### config.mk
export PLATFORM = sky130hd
export DESIGN_NAME = axi_rd_arbiter
export DESIGN_NICKNAME = d
export VERILOG_FILES = /design/src/rtl/axi_rd_pkg.sv /design/src/rtl/rd_req_picker.sv /design/src/rtl/axi_rd_arbiter.sv
export SDC_FILE = /design/constraint.sdc
export NUM_CORES = 1
export LEC_CHECK = 0
export BUFFER_PORTS_ARGS = -buffer_cell sky130_fd_sc_hd__buf_2
export CAP_MARGIN = 25
export CELL_PAD_IN_SITES_DETAIL_PLACEMENT = 0
export CELL_PAD_IN_SITES_GLOBAL_PLACEMENT = 1
export CORE_ASPECT_RATIO = 1.1
export CORE_UTILIZATION = 25
export CTS_CLUSTER_SIZE = 28
export DETAILED_ROUTE_END_ITERATION = 6
export GPL_TIMING_DRIVEN = 0
export PLACE_DENSITY = 0.68
export SLEW_MARGIN = 15
export SYNTH_ARGS = -nofsm -noshare
export SYNTH_HDL_FRONTEND = slang
export SYNTH_SLANG_ARGS = --single-unit
### constraint.sdc
create_clock -name clk -period 3.3 [get_ports clk]
set_clock_uncertainty 0.15 [all_clocks]
set_input_delay 0.495 -clock clk [delete_from_list [all_inputs] [get_ports clk]]
set_output_delay 0.495 -clock clk [all_outputs]
set_load 0.02 [all_outputs]
### src/rtl/axi_rd_pkg.sv
// -----------------------------------------------------------------------------
// axi_rd_pkg
// Shared definitions for the instruction-side AXI read arbiter:
//   - fixed AXI read-address encodings used by every transaction
//   - read FSM state encoding
//   - requester slot assignments on the req/gnt/done vectors
// No ports (package).
// -----------------------------------------------------------------------------
package axi_rd_pkg;

   // AXI encodings: 32-bit beats, incrementing bursts
   localparam logic [2:0] AXSIZE_WORD  = 3'b010;
   localparam logic [1:0] AXBURST_INCR = 2'b01;

   // Requester slots; lower index wins under fixed priority
   localparam int REQ_UNCACHED = 0;
   localparam int REQ_ICACHE   = 1;
   localparam int REQ_PREFETCH = 2;

   typedef enum logic [1:0] {
      IDLE = 2'd0,
      AR   = 2'd1,
      R    = 2'd2,
      DONE = 2'd3
   } rd_state_e;

endpackage

### src/rtl/rd_req_picker.sv
// -----------------------------------------------------------------------------
// rd_req_picker
// Combinational request picker. Scans the request vector starting at start_i
// (round-robin) or at index 0 (fixed priority) and returns the first asserted
// index.
//   req_i      in  NREQ   request levels
//   start_i    in  IDX_W  first index examined when RR != 0
//   gnt_idx_o  out IDX_W  winning requester index (0 when none)
//   gnt_vld_o  out 1      at least one request is asserted
// -----------------------------------------------------------------------------
module rd_req_picker #(
   parameter int NREQ  = 3,
   parameter int RR    = 0,
   parameter int IDX_W = 2
) (
   input  logic [NREQ-1:0]  req_i,
   input  logic [IDX_W-1:0] start_i,
   output logic [IDX_W-1:0] gnt_idx_o,
   output logic             gnt_vld_o
);

   // One spare bit so start + offset never overflows before the wrap
   localparam int CW = IDX_W + 1;

   logic [IDX_W-1:0] start_s;
   logic [CW-1:0]    cand_s;
   logic [IDX_W-1:0] idx_s;
   logic             found_s;

   assign start_s = (RR != 0) ? start_i : '0;

   // Walk the requesters once from start_s, wrapping modulo NREQ; first hit wins
   always_comb begin
      found_s = 1'b0;
      idx_s   = '0;
      cand_s  = '0;
      for (int i = 0; i < NREQ; i++) begin
         cand_s = {1'b0, start_s} + CW'(i);
         if (cand_s >= CW'(NREQ)) begin
            cand_s = cand_s - CW'(NREQ);
         end else begin
            cand_s = cand_s;
         end
         if (!found_s && req_i[cand_s[IDX_W-1:0]]) begin
            found_s = 1'b1;
            idx_s   = cand_s[IDX_W-1:0];
         end else begin
            found_s = found_s;
         end
      end
   end

   assign gnt_idx_o = idx_s;
   assign gnt_vld_o = found_s;

endmodule

### src/rtl/axi_rd_arbiter.sv
// -----------------------------------------------------------------------------
// axi_rd_arbiter
// Shares one AXI read channel (AR/R) between the instruction-side requesters
// (uncached fetch, icache refill, prefetcher). One transaction in flight; the
// R beats are collected into line_data and a one-cycle done pulse goes back
// to the owning requester.
//   clk, rst              clock, synchronous active-high reset
//   req/req_addr/req_burst per-requester request level, address, line flag
//   gnt                   one-hot, high in the AR handshake cycle
//   done                  one-hot, high for the single DONE cycle
//   line_data             assembled words, word k at [32k+31:32k]
//   rd_err                bad rresp or rid seen during the transaction
//   busy                  FSM not idle
//   ar* / r*              AXI read address and read data channels
// -----------------------------------------------------------------------------
module axi_rd_arbiter
   import axi_rd_pkg::*;
#(
   parameter int NREQ       = 3,
   parameter int LINE_WORDS = 8,
   parameter int ID_W       = 4,
   parameter int RR         = 0
) (
   input  logic                     clk,
   input  logic                     rst,
   input  logic [NREQ-1:0]          req,
   input  logic [NREQ*32-1:0]       req_addr,
   input  logic [NREQ-1:0]          req_burst,
   output logic [NREQ-1:0]          gnt,
   output logic [NREQ-1:0]          done,
   output logic [LINE_WORDS*32-1:0] line_data,
   output logic                     rd_err,
   output logic                     busy,
   output logic [ID_W-1:0]          arid,
   output logic [31:0]              araddr,
   output logic [3:0]               arlen,
   output logic [2:0]               arsize,
   output logic [1:0]               arburst,
   output logic [1:0]               arlock,
   output logic [3:0]               arcache,
   output logic [2:0]               arprot,
   output logic                     arvalid,
   input  logic                     arready,
   input  logic [ID_W-1:0]          rid,
   input  logic [31:0]              rdata,
   input  logic [1:0]               rresp,
   input  logic                     rlast,
   input  logic                     rvalid,
   output logic                     rready
);

   localparam int IDX_W  = (NREQ > 1) ? $clog2(NREQ) : 1;
   localparam int BEAT_W = $clog2(LINE_WORDS);
   localparam int OFF_W  = BEAT_W + 2;
   // Line reads start on a line boundary, single reads on a word boundary
   localparam logic [31:0] LINE_MASK = ~((32'd1 << OFF_W) - 32'd1);
   localparam logic [31:0] WORD_MASK = 32'hFFFF_FFFC;

   rd_state_e                 state_q;
   logic [IDX_W-1:0]          win_q;
   logic                      burst_q;
   logic                      arvalid_q;
   logic                      rready_q;
   logic                      busy_q;
   logic [NREQ-1:0]           done_q;
   logic                      err_q;
   logic [31:0]               araddr_q;
   logic [3:0]                arlen_q;
   logic [ID_W-1:0]           arid_q;
   logic [BEAT_W-1:0]         beat_cnt_q;
   logic [LINE_WORDS*32-1:0]  line_q;
   logic [IDX_W-1:0]          rr_ptr_q;

   logic [IDX_W-1:0]          pick_idx_s;
   logic                      pick_vld_s;
   logic [31:0]               sel_addr_s;
   logic                      sel_burst_s;
   logic [31:0]               araddr_d;
   logic [3:0]                arlen_d;
   logic [IDX_W-1:0]          rr_ptr_d;
   logic [NREQ-1:0]           win_oh_s;
   logic [BEAT_W-1:0]         wr_idx_s;
   logic                      beat_acc_s;
   logic                      id_ok_s;

   rd_req_picker #(
      .NREQ  (NREQ),
      .RR    (RR),
      .IDX_W (IDX_W)
   ) u_picker (
      .req_i     (req),
      .start_i   (rr_ptr_q),
      .gnt_idx_o (pick_idx_s),
      .gnt_vld_o (pick_vld_s)
   );

   // AR fields for the current picker winner, latched on IDLE -> AR
   always_comb begin
      sel_addr_s  = req_addr[{pick_idx_s, 5'b00000} +: 32];
      sel_burst_s = req_burst[pick_idx_s];
      if (sel_burst_s) begin
         araddr_d = sel_addr_s & LINE_MASK;
         arlen_d  = 4'(LINE_WORDS - 1);
      end else begin
         araddr_d = sel_addr_s & WORD_MASK;
         arlen_d  = 4'd0;
      end
   end

   // Round-robin pointer resumes one past the owner, wrapping at NREQ
   always_comb begin
      if (win_q == IDX_W'(NREQ - 1)) begin
         rr_ptr_d = '0;
      end else begin
         rr_ptr_d = win_q + IDX_W'(1);
      end
   end

   // Owner one-hot, beat acceptance and write slot for the line buffer
   always_comb begin
      win_oh_s        = '0;
      win_oh_s[win_q] = 1'b1;
      beat_acc_s      = (state_q == R) && rvalid && rready_q;
      id_ok_s         = (rid == arid_q);
      if (burst_q) begin
         wr_idx_s = beat_cnt_q;
      end else begin
         wr_idx_s = '0;
      end
   end

   // Read FSM with all AR/R outputs and the line buffer registered
   always_ff @(posedge clk) begin
      if (rst) begin
         state_q    <= IDLE;
         win_q      <= '0;
         burst_q    <= 1'b0;
         arvalid_q  <= 1'b0;
         rready_q   <= 1'b0;
         busy_q     <= 1'b0;
         done_q     <= '0;
         err_q      <= 1'b0;
         araddr_q   <= 32'd0;
         arlen_q    <= 4'd0;
         arid_q     <= '0;
         beat_cnt_q <= '0;
         line_q     <= '0;
         rr_ptr_q   <= '0;
      end else begin
         done_q <= '0;
         case (state_q)
            IDLE: begin
               if (pick_vld_s) begin
                  state_q    <= AR;
                  win_q      <= pick_idx_s;
                  burst_q    <= sel_burst_s;
                  araddr_q   <= araddr_d;
                  arlen_q    <= arlen_d;
                  arid_q     <= ID_W'(pick_idx_s);
                  arvalid_q  <= 1'b1;
                  busy_q     <= 1'b1;
                  beat_cnt_q <= '0;
                  err_q      <= 1'b0;
               end
            end
            AR: begin
               if (arready) begin
                  state_q   <= R;
                  arvalid_q <= 1'b0;
                  rready_q  <= 1'b1;
                  rr_ptr_q  <= rr_ptr_d;
               end
            end
            R: begin
               if (beat_acc_s) begin
                  beat_cnt_q <= beat_cnt_q + BEAT_W'(1);
                  // A beat with the wrong rid is consumed but never stored
                  if (id_ok_s) begin
                     line_q[{wr_idx_s, 5'b00000} +: 32] <= rdata;
                  end
                  if ((rresp != 2'b00) || !id_ok_s) begin
                     err_q <= 1'b1;
                  end
                  if (rlast) begin
                     state_q  <= DONE;
                     rready_q <= 1'b0;
                     done_q   <= win_oh_s;
                  end
               end
            end
            DONE: begin
               state_q <= IDLE;
               busy_q  <= 1'b0;
            end
            default: begin
               state_q   <= IDLE;
               arvalid_q <= 1'b0;
               rready_q  <= 1'b0;
               busy_q    <= 1'b0;
            end
         endcase
      end
   end

   assign gnt       = (arvalid_q && arready) ? win_oh_s : '0;
   assign done      = done_q;
   assign line_data = line_q;
   assign rd_err    = err_q;
   assign busy      = busy_q;
   assign arid      = arid_q;
   assign araddr    = araddr_q;
   assign arlen     = arlen_q;
   assign arsize    = AXSIZE_WORD;
   assign arburst   = AXBURST_INCR;
   assign arlock    = 2'b00;
   assign arcache   = 4'b0000;
   assign arprot    = 3'b000;
   assign arvalid   = arvalid_q;
   assign rready    = rready_q;

endmodule

==> results by stage <==
Routing:
- In this run the remaining antenna-violating nets after routing total 0.
- The first TritonRoute pass finished after 5 iterations.
- Wire segments on met3 add up to 3520 µm in the final route.
- The met1 routed wirelength after detailed routing is 20200 µm.
- Dividing the detail-routed wire length by the instance count gives 20.4 µm.
- The first routing iteration left 494 violations.
- The detailed router placed 11.0k vias in this run.
- The detailed router used layers up to and including met5.
- The wire length reported by the detailed router is 49700 µm.
- The length of routed met2 wiring is 24100 µm.
- The detail-routed via count per cell is 4.53.
- The number of DRC violations after detailed routing is 0.

Power:
- The reported net switching power is 2.68 mW.
- For this design the ratio of total power to cell area is 560 nW/µm².
- For this design the static power due to leakage is 8.83 nW.
- Net switching is 28.2% of the power.
- Sequential cells account for 41.2% of the total power.
- The worst-case IR drop observed on VDD is 339 µV.
- The cell internal power dissipation is 6.81 mW.
- After layout, the design draws a total of 9.49 mW.
- The fraction of power consumed by combinational cells is 14.9%.
- The clock network accounts for 44.0% of the total power.

STA:
- The total count of max-transition violations in the final report is 0.
- The headroom to the max-slew limit is 30.8%.
- Setup repair after global routing left no endpoint under its margin.
- The slew at the pin closest to its max-slew limit is 1.04 ns.
- In the post-route analysis, the smallest setup slack over all paths is 0.187 ns.
- Based on the critical path, the design can be clocked at up to 321 MHz.
- The worst-case hold slack is 0.0433 ns.
- The count of endpoints failing setup in the final report is 0.
- The count of final hold-check violations is 0.
- The clock period minus final worst setup slack is 3.11 ns.
- Dividing the final minimum period by the clock period gives 94.3%.
- The setup total negative slack is 0 ns.

Layout:
- The final core utilization is 34.4%.
- The number of nets in the final layout is 1907.
- The proportion of layout cells with a drive suffix above 1 is 31.6%.
- The total non-filler cell area in the finished layout is 17000 µm².
- The most common cell after layout, fill and taps aside is buf_2.
- The finished layout holds 2434 standard cells, fillers aside.
- The area growth from synthesis to layout is 34.8%.
- The library cells used most frequently in the layout, excluding fill and tap cells, are buf_2 (457), dfxtp_1 (300), nand2b_1 (292).

Floorplan:
- The die extent in y is 237 µm.
- The floorplan step defined a die boundary enclosing 51200 µm².
- The core region is 49300 µm².
- The total number of placement rows is 85.
- The initial utilization of the core area, before any placement, comes to 25.5%.
- The die outline width is 216 µm.
- Pin placement for this block handled 465 I/O pins.

Critical path:
- Data on the critical path is required at its endpoint by 3.53 ns.
- The startpoint type of the worst setup path is an input pin.
- The arrival time of data at the critical path endpoint is 3.34 ns.
- The largest delay contributor family on the critical path is buffers and inverters.
- The largest individual stage delay along the critical path comes from the cell clkbuf_1.
- For this run, the slowest stage of the critical path takes 0.77 ns.
- The critical path's most frequent cell is clkbuf_1.
- Traced cell by cell, the critical path runs through clkbuf_1 -> clkbuf_1 -> clkbuf_1 -> clkbuf_1 -> a21oi_1.
- The reg-to-reg critical path endpoint is line_data[197]$_SDFFE_PP0P_.
- Setup slack on the worst reg-to-reg path comes out at 0.19 ns.
- The worst setup path is captured at a flip-flop.
- The reg-to-reg startpoint is beat_cnt_q[0]$_SDFFE_PP0P_.
- The number of cells traversed by the worst register-to-register path is 9.
- The class of the most critical setup path is in -> reg.
- The critical path contains buffers and inverters numbering 4 combined.
- Of all nets on the critical path, the largest fanout is 10.

GRT:
- Summed over all layers, the global routing overflow is 0.
- The first global-routing pass estimated 71600 µm of wire.
- The via count of the first global-routing pass came to 11.2k.
- The maximum number of pins on one net before global-route repair is 14.
- Global routing used 18.9% of the available tracks.
- The initial antenna violation count is 3.

Logic synthesis:
- Synthesis instantiated 45 different standard cells from the library.
- The post-synthesis instance area is 12600 µm².
- The synthesized design contains 301 register bits.
- Synthesis produced a netlist whose cell count is 1257.
- Ranked by total cell area, the synthesized netlist is headed by dfxtp_1 (48%), mux2i_1 (18%), nand2b_1 (15%), o22ai_1 (2.8%), clkbuf_1 (2.2%).
- Sequential elements use 47.9% of the synthesized area.
- dfxtp_1 takes more of the synthesized area than any other cell.
- The share of synthesized flip-flops with an asynchronous set or reset is 0%.
- The Yosys step of the flow raised 0 warnings.
- The average size of a mapped cell is 10.0 µm².
- The most used flip-flop cell after synthesis is dfxtp_1.
- The number of flops mapped to enable cells by yosys is 0.
- In this run the biggest area consumer among cell types represents 47.9% of the synthesized area.

Clock tree:
- The total number of clock tree sinks is 301.
- The clock transition at the registers of the reported paths is 0.06 ns.
- Clock tree synthesis inserted a total of 37 buffers.
- No sink is reached through more buffers than the 3 on the longest clock path.
- Hold repair after CTS inserted 0 buffers.
- The total number of H-tree levels is 2.
- TritonCTS built the clock tree.
- The clock root buffer is clkbuf_16.
- The later-pin clock latency in the skew report is 0.55 ns.

Placement:
- The detailed-placement wirelength estimate is 37900 µm.
- The number of placed instances, taps included, is 2363.
- The post-place setup slack is -0.672 ns.
- The global placement routability congestion is 0.908.
- Input and output buffers added on the ports amount to 436.
- The total placed instance area is 15700 µm².

Hold path:
- The worst hold path belongs to the class in -> reg.
- The endpoint of the worst hold path is line_data[38]$_SDFFE_PP0P_.
- The cell depth of the worst hold path is 3.
- The start point of the worst min-delay path is rdata[6].

Status:
- The run finished with clean final reports.

Flow run:
- The max-capacitance violation count is 0.
-- repair_timing --
action,in CTS,in global routing
endpoints found under the setup margin,186,36
gates resized for setup,8,3
setup buffers,6,0
cloned,0,0
pin swaps,2,0
-- metal layers --
metal,track usage [%],vias up
met5,0,-
met4,7.92,2
met3,5.48,84
met2,32.7,422
met1,21.6,5202
li1,-,5317
-- registers in the layout (all words and copies together), names as in the netlist --
name,flops
line_data,256
araddr,30
beat_cnt_q,3
done,3
arid,2
state_q,2
arlen,1
arvalid,1
busy,1
rd_err,1
rready,1
-- cell type report --
| class | instances | area [µm²] |
|---|---|---|
| sequential | 301 | 6030 |
| inverter | 4 | 15.0 |
| clock buffer | 51 | 1070 |
| clock inverter | 13 | 169 |
| antenna | 3 | 7.51 |
| buffer | 117 | 556 |
| fill | 5194 | 32400 |
| tap | 652 | 816 |
| timing repair buffer | 443 | 2240 |
| multi-input combinational | 850 | 6060 |
-- cell families after synthesis --
family,Yosys count,synth area share (%)
simple gates,425,20.1
flops,301,47.9
mux,225,17.9
compound gates,170,8.49
buf+inv,123,4.53
fa+ha+maj,8,0.795
xor+xnor,3,0.209
other cells,2,0.0597
-- power groups by stage --
stage                     sequential, mW  clock (mW)  combinational (mW)
final                               3.91        4.17                1.41
after global routing                3.93        4.46                1.53
after CTS                           3.91        4.31                1.42
after detailed placement            3.98           0                1.42
after global placement              3.98           0                1.41
after floorplan                     4.12           0               0.702
-- how the worst max path moves through the flow --
stage | from | to | slack [ns] | cells after the start
2_1_floorplan | arlen[1]$_SDFFE_PP0P_ | line_data[66]$_SDFFE_PP0P_ | 0.73 | 7
3_3_place_gp | arlen[1]$_SDFFE_PP0P_ | line_data[67]$_SDFFE_PP0P_ | -0.64 | 7
3_5_place_dp | arlen[1]$_SDFFE_PP0P_ | line_data[70]$_SDFFE_PP0P_ | -0.67 | 7
4_1_cts | arlen[1]$_SDFFE_PP0P_ | line_data[59]$_SDFFE_PP0P_ | 0.01 | 8
5_1_grt | rst | araddr[28]$_SDFFE_PP0P_ | 0.05 | 5
6_report | rst | araddr[28]$_SDFFE_PP0P_ | 0.19 | 5
-- tightest hold or removal path, cell delays in order --
cell and delay, ns:
buf_2 0.09, nand4_1 0.06, o21ai_0 0.06
-- cell usage after synthesis (21+ instances only) --
| cell type | number |
|---|---|
| o22ai_1 | 57 |
| a21oi_1 | 37 |
| mux2i_1 | 225 |
| nand2b_1 | 292 |
| nand2_1 | 46 |
| dfxtp_1 | 301 |
| nand4_1 | 35 |
| clkbuf_1 | 74 |
| a211o_1 | 27 |
| buf_4 | 22 |
| o21ai_0 | 35 |
| buf_2 | 21 |
No activity file was read; power rests on OpenSTA's default activity.
